`src/rtl/if_pkg.sv`:
```
// ----------------------------------------------------------------------------
// if_pkg
// Shared definitions for the instruction-fetch prefetch unit:
//   - default parameter values (address width, queue depth, reset PC)
//   - the queue entry layout {pc, inst} for the default address width
//   - pointer / counter widths derived from the default queue depth
// ----------------------------------------------------------------------------
package if_pkg;

    localparam int unsigned XLEN_DEFAULT     = 32;
    localparam int unsigned DEPTH_DEFAULT    = 4;
    localparam logic [31:0] RESET_PC_DEFAULT = 32'h0000_0000;

    // Pointers carry one extra wrap bit, so a DEPTH-entry queue needs
    // clog2(DEPTH)+1 bits, which equals clog2(DEPTH+1) for powers of two.
    localparam int unsigned PTR_W_DEFAULT = $clog2(DEPTH_DEFAULT);
    localparam int unsigned CNT_W_DEFAULT = $clog2(DEPTH_DEFAULT + 1);

    typedef struct packed {
        logic [XLEN_DEFAULT-1:0] pc;
        logic [31:0]             inst;
    } fetch_entry_t;

endpackage

```
`src/rtl/prefetch_fifo.sv`:
```
// ----------------------------------------------------------------------------
// prefetch_fifo
// Circular-buffer queue holding fetched {pc, inst} entries.
// Ports:
//   clk, rst        clock, asynchronous active-low reset
//   push, push_data write tail (ignored when full)
//   pop             advance head (ignored when empty)
//   flush           empty the queue; wins over push and pop
//   pop_data        head entry
//   full, empty     status
//   count           number of valid entries
// ----------------------------------------------------------------------------
module prefetch_fifo
    import if_pkg::*;
#(
    parameter int unsigned WIDTH = XLEN_DEFAULT + 32,
    parameter int unsigned DEPTH = DEPTH_DEFAULT
) (
    input  logic                     clk,
    input  logic                     rst,
    input  logic                     push,
    input  logic [WIDTH-1:0]         push_data,
    input  logic                     pop,
    input  logic                     flush,
    output logic [WIDTH-1:0]         pop_data,
    output logic                     full,
    output logic                     empty,
    output logic [$clog2(DEPTH):0]   count
);

    localparam int unsigned PTR_W = $clog2(DEPTH);

    logic [PTR_W:0]   wr_ptr_q, wr_ptr_d;
    logic [PTR_W:0]   rd_ptr_q, rd_ptr_d;
    logic [WIDTH-1:0] mem_q [DEPTH];
    logic [WIDTH-1:0] mem_d [DEPTH];
    logic             do_push;
    logic             do_pop;

    // Full when the index bits match but the wrap bits differ.
    always_comb begin
        empty    = (wr_ptr_q == rd_ptr_q);
        full     = (wr_ptr_q[PTR_W] != rd_ptr_q[PTR_W]) &&
                   (wr_ptr_q[PTR_W-1:0] == rd_ptr_q[PTR_W-1:0]);
        count    = wr_ptr_q - rd_ptr_q;
        pop_data = mem_q[rd_ptr_q[PTR_W-1:0]];
        do_push  = push && !full;
        do_pop   = pop && !empty;

        wr_ptr_d = wr_ptr_q;
        rd_ptr_d = rd_ptr_q;
        mem_d    = mem_q;
        if (do_push) begin
            mem_d[wr_ptr_q[PTR_W-1:0]] = push_data;
            wr_ptr_d = wr_ptr_q + 1'b1;
        end
        if (do_pop) begin
            rd_ptr_d = rd_ptr_q + 1'b1;
        end
        if (flush) begin
            wr_ptr_d = '0;
            rd_ptr_d = '0;
        end
    end

    always_ff @(posedge clk or negedge rst) begin
        if (!rst) begin
            wr_ptr_q <= '0;
            rd_ptr_q <= '0;
        end else begin
            wr_ptr_q <= wr_ptr_d;
            rd_ptr_q <= rd_ptr_d;
        end
    end

    // Storage carries no reset; only the pointers decide what is valid.
    always_ff @(posedge clk) begin
        mem_q <= mem_d;
    end

endmodule

```
`src/rtl/if_prefetch_unit.sv`:
```
// ----------------------------------------------------------------------------
// if_prefetch_unit
// Instruction prefetcher: issues word-aligned fetches, queues in-order
// responses, and hands them to the IF/ID register. A redirect flushes the
// queue, restarts fetching at the new target and drops every response still
// in flight.
// Ports:
//   clk, rst                      clock, asynchronous active-low reset
//   redirect_valid, redirect_pc   taken branch/jump from ID
//   imem_req, imem_addr, imem_gnt instruction memory request channel
//   imem_rvalid, imem_rdata       in-order response channel
//   inst_valid, inst_ready        handshake toward IF/ID
//   inst_out, pc_out              head instruction and its PC
//   occupancy                     valid queue entries
// ----------------------------------------------------------------------------
module if_prefetch_unit
    import if_pkg::*;
#(
    parameter int unsigned     XLEN     = XLEN_DEFAULT,
    parameter int unsigned     DEPTH    = DEPTH_DEFAULT,
    parameter logic [XLEN-1:0] RESET_PC = RESET_PC_DEFAULT
) (
    input  logic                       clk,
    input  logic                       rst,
    input  logic                       redirect_valid,
    input  logic [XLEN-1:0]            redirect_pc,
    output logic                       imem_req,
    output logic [XLEN-1:0]            imem_addr,
    input  logic                       imem_gnt,
    input  logic                       imem_rvalid,
    input  logic [31:0]                imem_rdata,
    output logic                       inst_valid,
    input  logic                       inst_ready,
    output logic [31:0]                inst_out,
    output logic [XLEN-1:0]            pc_out,
    output logic [$clog2(DEPTH+1)-1:0] occupancy
);

    localparam int unsigned CNT_W   = $clog2(DEPTH + 1);
    localparam int unsigned ENTRY_W = XLEN + 32;

    logic [XLEN-1:0]    fetch_pc_q, fetch_pc_d;
    logic [XLEN-1:0]    resp_pc_q, resp_pc_d;
    logic [CNT_W-1:0]   outstanding_q, outstanding_d;
    logic [CNT_W-1:0]   discard_q, discard_d;
    logic [CNT_W-1:0]   fifo_count;
    logic [CNT_W:0]     credit_used;
    logic [ENTRY_W-1:0] push_data;
    logic [ENTRY_W-1:0] head_data;
    logic               fifo_full;
    logic               fifo_empty;
    logic               req_fire;
    logic               resp_fire;
    logic               push;
    logic               pop;
    logic               redirect_target_unused;
    logic [XLEN-1:0]    redirect_aligned;

    // Responses arrive in order, so the PC of the next kept response is just
    // a second counter that follows fetch_pc; no per-request PC storage needed.
    // A request is only issued if a queue slot is reserved for its response,
    // counting both queued entries and requests still in flight.
    always_comb begin
        redirect_aligned       = {redirect_pc[XLEN-1:2], 2'b00};
        redirect_target_unused = ^redirect_pc[1:0];
        credit_used = {1'b0, fifo_count} + {1'b0, outstanding_q};
        imem_req    = rst && (credit_used < (CNT_W+1)'(DEPTH));
        imem_addr   = fetch_pc_q;
        req_fire    = imem_req && imem_gnt;
        resp_fire   = imem_rvalid && (outstanding_q != '0);
        push        = resp_fire && (discard_q == '0) && !redirect_valid;
        pop         = !fifo_empty && inst_ready && !redirect_valid;
        push_data   = {resp_pc_q, imem_rdata};

        outstanding_d = outstanding_q + CNT_W'(req_fire) - CNT_W'(resp_fire);
        discard_d     = discard_q;
        fetch_pc_d    = fetch_pc_q;
        resp_pc_d     = resp_pc_q;

        if (resp_fire && (discard_q != '0)) begin
            discard_d = discard_q - CNT_W'(1);
        end
        if (req_fire) begin
            fetch_pc_d = fetch_pc_q + XLEN'(4);
        end
        if (push) begin
            resp_pc_d = resp_pc_q + XLEN'(4);
        end
        // Everything still in flight after this cycle (including a request
        // granted right now) belongs to the old path and must be dropped.
        if (redirect_valid) begin
            fetch_pc_d = redirect_aligned;
            resp_pc_d  = redirect_aligned;
            discard_d  = outstanding_d;
        end

        inst_valid = !fifo_empty;
        pc_out     = head_data[ENTRY_W-1:32];
        inst_out   = head_data[31:0];
        occupancy  = fifo_count;
    end

    always_ff @(posedge clk or negedge rst) begin
        if (!rst) begin
            fetch_pc_q    <= RESET_PC;
            resp_pc_q     <= RESET_PC;
            outstanding_q <= '0;
            discard_q     <= '0;
        end else begin
            fetch_pc_q    <= fetch_pc_d;
            resp_pc_q     <= resp_pc_d;
            outstanding_q <= outstanding_d;
            discard_q     <= discard_d;
            // A response with nothing in flight is ignored but flagged.
            assert (!(imem_rvalid && (outstanding_q == '0)))
                else $error("if_prefetch_unit: imem_rvalid with no outstanding request");
        end
    end

    prefetch_fifo #(
        .WIDTH (ENTRY_W),
        .DEPTH (DEPTH)
    ) u_fifo (
        .clk       (clk),
        .rst       (rst),
        .push      (push),
        .push_data (push_data),
        .pop       (pop),
        .flush     (redirect_valid),
        .pop_data  (head_data),
        .full      (fifo_full),
        .empty     (fifo_empty),
        .count     (fifo_count)
    );

    // The low redirect bits are dropped by alignment and the full flag is
    // never needed because credits prevent overflow.
    logic unused_ok;
    assign unused_ok = redirect_target_unused ^ fifo_full;

endmodule

```
`config.mk`:
```
export PLATFORM = sky130hd
export DESIGN_NAME = if_prefetch_unit
export DESIGN_NICKNAME = d
export VERILOG_FILES = /design/src/rtl/if_pkg.sv /design/src/rtl/prefetch_fifo.sv /design/src/rtl/if_prefetch_unit.sv
export SDC_FILE = /design/constraint.sdc
export NUM_CORES = 1
export LEC_CHECK = 0
export CAP_MARGIN = 20
export CORE_MARGIN = 2
export CORE_UTILIZATION = 55
export CTS_BUF_LIST = sky130_fd_sc_hd__clkbuf_4
export CTS_CLUSTER_SIZE = 16
export DETAILED_ROUTE_END_ITERATION = 12
export PLACE_DENSITY = 0.91
export SLEW_MARGIN = 20
export SYNTH_ARGS = -nofsm -noshare
export SYNTH_HDL_FRONTEND = slang
export SYNTH_SLANG_ARGS = --single-unit
```
`constraint.sdc`:
```
create_clock -name clk -period 5.22 [get_ports clk]
set_input_delay 0.522 -clock clk [delete_from_list [all_inputs] [get_ports clk]]
set_output_delay 0.522 -clock clk [all_outputs]
set_load 0.1 [all_outputs]
```
==> Word level (Yosys, flattened, before mapping) <==
Index checks and enable logic that the tools add are counted.
{ "word_totals": {"mem_bits_rw": 0, "reg_bits": 332, "rom_bits": 0, "latch_bits": 0, "output_inout_bits": 101, "input_bits": 70, "mem_count": 0} }
{ "op_classes": {"mux": 16, "div": 0, "n_mul": 0, "reduce_logical": 23, "addsub": 9, "n_bitwise": 2, "magnitude_cmp": 4, "n_shift": 0, "n_eq_ne": 3} }
{ "op_table": {"columns": ["op", "n"], "rows": [
  ["256-bit bitwise mux", 1],
  ["64-bit two-way mux", 3],
  ["64-bit binary-select mux with 2-bit select", 1],
  ["64-bit demux with 2-bit select", 1],
  ["32-bit two-way mux", 4],
  ["32-bit by 3-bit adder with 32-bit output, second input constant", 2],
  ["3-bit two-way mux", 6],
  ["1-bit logical AND", 12],
  ["2-bit nonzero test", 5],
  ["3-bit by 1-bit adder with 3-bit output, second input constant", 2],
  ["3-bit >= comparator, second input constant", 2],
  ["2-bit NOT with 3-bit output", 2],
  ["3-bit nonzero test", 2],
  ["3-bit by 3-bit adder with 4-bit output", 1],
  ["4-bit by 3-bit less-than comparator with 1-bit output, second input constant", 1],
  ["3-bit by 1-bit adder with 3-bit output", 1],
  ["3-bit == test", 1],
  ["1-bit zero test", 3],
  ["3-bit zero test", 1],
  ["3-bit by 1-bit less-than comparator with 1-bit output, second input constant", 1],
  ["3-bit by 1-bit subtractor with 3-bit output", 1],
  ["3-bit by 1-bit subtractor with 3-bit output, second input constant", 1],
  ["3-bit subtractor", 1],
  ["2-bit == test", 1],
  ["1-bit != test", 1]
]} }

==> Longest topological paths before layout <==
{ "logic_depth": {"ltp_word": 8, "depth_mapped": 16, "depth_no_buf": 16} }

==> Cells and area by module <==
From an unflattened synthesis, not the netlist that was laid out.
{ "hier_totals": {"hier_cells": 848, "hier_area_um2": 13908.3} }
{ "by_module_without_submodules": {"columns": ["mod", "seq_area_each_um2", "area_each_um2", "n_inst", "cells_per_inst"], "rows": [
  ["prefetch_fifo", 7837.5, 9841.9, 1, 400],
  ["if_prefetch_unit", 1651.6, 4066.4, 1, 448]
]} }

==> Least setup slack after synthesis <==
OpenSTA, ideal clock, no wires.
{ "synth_timing": {"path_type": "register to output", "from": "reg u_fifo.rd_ptr_q[1]", "to": "out imem_req", "stages_incl_launch_ff": 9, "t_arrival_ns": 5.503, "n_path_buf": 2, "setup_slack_ns": -0.805, "cell_sequence": "dfrtp_1 clkbuf_1 clkbuf_1 inv_1 fa_1 xnor2_1 ha_1 or4b_4 nor2_1"} }
{ "synth_via": {"elab_chain_cells": 4} }
{ "synth_rtl": {"columns": ["item", "line", "rtl"], "rows": [
  ["start: declaration", "prefetch_fifo.sv:34", "logic [PTR_W:0] rd_ptr_q, rd_ptr_d;"],
  ["start signal: assignment", "prefetch_fifo.sv:72", "rd_ptr_q <= rd_ptr_d;"],
  ["3-bit subtractor", "prefetch_fifo.sv:45", "count = wr_ptr_q - rd_ptr_q;"],
  ["net occupancy[2]", "if_prefetch_unit.sv:36", "output logic [$clog2(DEPTH+1)-1:0] occupancy"],
  ["3-bit by 3-bit adder with 4-bit output", "if_prefetch_unit.sv:66", "credit_used = {1'b0, fifo_count} + {1'b0, outstanding_q};"],
  ["4-bit by 3-bit less-than comparator with 1-bit output", "if_prefetch_unit.sv:67", "imem_req = rst && (credit_used < (CNT_W+1)'(DEPTH));"],
  ["1-bit logical AND", "if_prefetch_unit.sv:67", null],
  ["end: declaration", "if_prefetch_unit.sv:27", "output logic imem_req,"]
]} }
The timed path passes the listed nets, and every way through them passes these cells.

==> Worst setup path in the final report <==
{ "layout_timing": {"from": "reg u_fifo.rd_ptr_q[0]", "to": "out pc_out[13]"} }
{ "layout_via": {"elab_chain_cells": 4} }
{ "layout_rtl": {"columns": ["item", "line", "rtl"], "rows": [
  ["2-bit NOT with 3-bit output (not written as such)", "prefetch_fifo.sv:46", "pop_data = mem_q[rd_ptr_q[PTR_W-1:0]];"],
  ["64-bit binary-select mux with 2-bit select", "prefetch_fifo.sv:46", null],
  ["64-bit two-way mux (not written as such) (2 in series)", "prefetch_fifo.sv:46", null],
  ["end: declaration", "if_prefetch_unit.sv:35", "output logic [XLEN-1:0] pc_out,"]
]} }
Every way passes these cells. The select of a mux whose other input is x is not followed.

==> summary.txt <==
Timing
  • Final Hold Fails: 0
  • Post-layout min period: 4.300 ns
  • Setup TNS: 0 ns
  • RSZ-0062 raised after global routing: false
  • Tcrit/Tclk final: 82.37%
  • Pins Over Slew Limit: 0
  • Least-Margin Pin Slew: 1.081 ns
  • Setup Skew: 0.05892 ns
  • Rel. slew slack: 27.73%
  • Final Setup Violations: 0
  • Final hold slack: 0.1614 ns
  • Fmax: 232.6 MHz

Pwr
  • Combinational share of power: 31.3%
  • Clk pwr share: 27.7%
  • PD cells: 450.5 nW/um2
  • Internal power: 4.673 mW
  • Sequential power share: 41.0%
  • Total leakage power: 5.618 nW
  • Sw Share: 37.51%
  • Sw power: 2.805 mW
  • Worst vdd ir: 0.4083 mV

Critical path
  • WP data required: 4.70 ns
  • Type of origin of the critical path: flop
  • Worst setup path start: u_fifo.rd_ptr_q[0]$_DFFE_PN0P_
  • Reg2Reg Depth: 15
  • Worst Path Arrival: 3.78 ns
  • Crit. End Element: primary output
  • RR Startpoint: u_fifo.rd_ptr_q[0]$_DFFE_PN0P_
  • Worst-path fanout max: 50
  • Crit Path Category: flop to primary output

CTS
  • Post-CTS Resized: 0
  • TritonCTS sink count: 320
  • CTS Root Cell: clkbuf_4
  • Setup bufs post-CTS: 0
  • H-tree levels: 3
  • CTS Hold Buffers Added: 0
  • Clock tree buffer depth: 3
  • CTS Buf Count: 81
  • Latest clock arrival within the worst-skew pair: 0.70 ns
  • CTS tree: built
  • Reg clk slew, reported paths: 0.07 ns

Global route
  • Remaining global-route overflow: 0
  • First-pass GRT wire length: 46850 um
  • GRT Overall Usage: 23.22%
  • Antenna violations before repair: 1
  • Vias in the first global route: 8908
  • Largest net degree at the start of global routing: 73

Place
  • Hpwl dp: 18610 um
  • Inst Count DP: 1296
  • Placed instance area: 15560 um2
  • Routability cong.: 0.8598
  • IO Port Bufs: 164

Drt
  • Detailed-route wire length per cell: 20.37 um
  • DRC Markers: 0
  • Via density: 6.044
  • Post-route ant nets: 0
  • Via count: 8710
  • Final WL: 29350 um
  • 1st-iter DRT viols: 720
  • Pre-Repair DR Iteration Count: 5

Logic synthesis
  • Yosys warns: 0
  • Synth Register Bits: 320
  • Avg Inst Size Synth: 16.19 um2
  • Library cells used by synthesis: 55
  • Post-synth EDFFs: 248
  • Synth async-reset ratio: 22.50%
  • Mapped Cells: 838
  • Ys flop type: edfxtp_1
  • Synth Cell Area: 13570 um2
  • Post-synthesis sequential area ratio: 68.17%

Worst hold path
  • HP Start: redirect_valid
  • Tightest Hold Check Type: primary input to flop
  • Hold Path Cell Cnt: 2

Finish
  • Area delta synth->final: 22.35%
  • Utilization after layout: 68.46%
  • Nets: 1142
  • Filler cell count: 1642
  • Final non-filler cell total: 1441
  • Fin area: 16600 um2
  • Share of cells above drive strength 1: 20.07%

Floorplan
  • Die height: 161.1 um
  • # rows: 57
  • Die area: 25940 um2
  • IO Count: 171
  • Initial Util: 55.95%
  • Placeable Area: 24250 um2
  • Overall die width: 161.1 um

Flow run
  • Max Cap Violations: 0

Status
  • Outcome: complete, no violations
==> path summary, 6_finish.rpt <==
kind,end,slack [ns]
setup reg to reg,discard_q[2]$_DFFE_PN0P_,1.15
min in group asynchronous,imem_addr[14]$_DFFE_PN0N_,0.20
hold reg to reg,u_fifo.mem_q[250]$_DFFE_PP_,0.57
max in group asynchronous,u_fifo.rd_ptr_q[0]$_DFFE_PN0P_,4.34
setup / recovery,pc_out[13],0.92
hold / removal,u_fifo.wr_ptr_q[2]$_DFFE_PN0P_,0.16
==> sequential cells by signal, indices dropped and copies added (netlist names) <==
register and flops:
u_fifo.wr_ptr_q 3, imem_addr 30, u_fifo.rd_ptr_q 3, discard_q 3, resp_pc_q 30, outstanding_q 3
u_fifo.mem_q 248
==> layer usage <==
layer  GRT usage, %  up-vias  part of all wire, %
met4          8.076        0                  2.0
met1          32.82     4288                   42
met5              0        -                    0
met3          4.443       48                  8.0
met2          36.83      465                   48
li1               -     3909                    -
==> power by group through the flow <==
stage / registers [mW] / logic, mW / clock network, mW
floorplan: 3.24 / 1.66 / 0
global placement: 3.10 / 2.31 / 0
detailed placement: 3.11 / 2.35 / 0
CTS: 3.06 / 2.36 / 2.12
global route: 3.09 / 2.45 / 2.26
finish: 3.07 / 2.34 / 2.07
==> area by class of cell <==
class | count | area [um2] | share of cell area [%]
diodes | 1 | 2.502 | 0.01507
clock buffers | 111 | 833.3 | 5.020
clock inverters | 33 | 198.9 | 1.198
inverters | 16 | 60.06 | 0.3618
multi-input cells | 460 | 4103 | 24.71
flip-flops and latches | 320 | 9254 | 55.74
well taps | 324 | 405.4 | 2.442
repair buffers | 176 | 1744 | 10.51
==> cells by family after synthesis <==
logic type | synth area share (%)
multiplexers | 11.17
flip-flops | 68.17
AND/OR/NAND/NOR | 10.25
adder cells (fa/ha/maj) | 1.678
buffers and inverters | 1.872
other | 0.02764
AO/OA/AOI/OAI | 5.616
XOR/XNOR | 1.226
==> critical path, cell delays in order, from the launching register on <==
cell and delay (ns):
dfrtp_4 0.62, buf_4 0.83, mux4_2 0.62, clkdlybuf4s50_1 1.02
==> synthesized netlist by cell type, types with 10 or more instances <==
library cell    n  area (um2)
a211oi_1       15       112.6
a311oi_1       31       271.5
a31oi_1        11       68.82
and2_1         10       62.56
and3_1         15       93.84
and4_1         20       175.2
clkbuf_1       29       108.9
dfrtp_1        72        1802
edfxtp_1      248        7447
ha_1           15       187.7
inv_1          15       56.30
mux4_2         62        1396
nand2_1        28       105.1
nand3_1        13       65.06
nand4_1        19       118.9
nor2_1         46       172.7
nor2b_1        18       112.6
nor3_1         17       85.08
nor4_1         24       150.1
o21ai_0        15       75.07
or3_1          10       62.56
xnor2_1        12       105.1
==> per-stage QoR <==
step	power (mW)	worst slack [ns]
floorplan	4.893	0.2581
global placement	5.411	1.246
detailed placement	5.463	1.181
CTS	7.541	0.7774
global route	7.796	0.6529
finish	7.478	0.9200
==> placed cells by master (no fill, tap or decap), types with 5 or more instances in the layout <==
cell and count:
xnor2_1 11, a21oi_1 9, clkinv_2 5, o31ai_1 6, nor4_1 24, a31oi_1 11
inv_1 15, nand3_1 13, a211oi_1 15, and4_1 20, clkbuf_4 111, nand4_1 19
mux4_2 62, nor3_1 16, buf_4 11, dfrtp_1 70, o21ai_0 15, clkinv_1 22
nor2_1 44, ha_1 15, or4_1 7, and2_1 7, and3_1 15, a311oi_1 31
edfxtp_1 248, xor2_1 7, nor2b_1 18, nand2_1 28, or3_1 10, clkdlybuf4s50_1 161
mux2_2 7
Power figures use the tool's default switching activity.
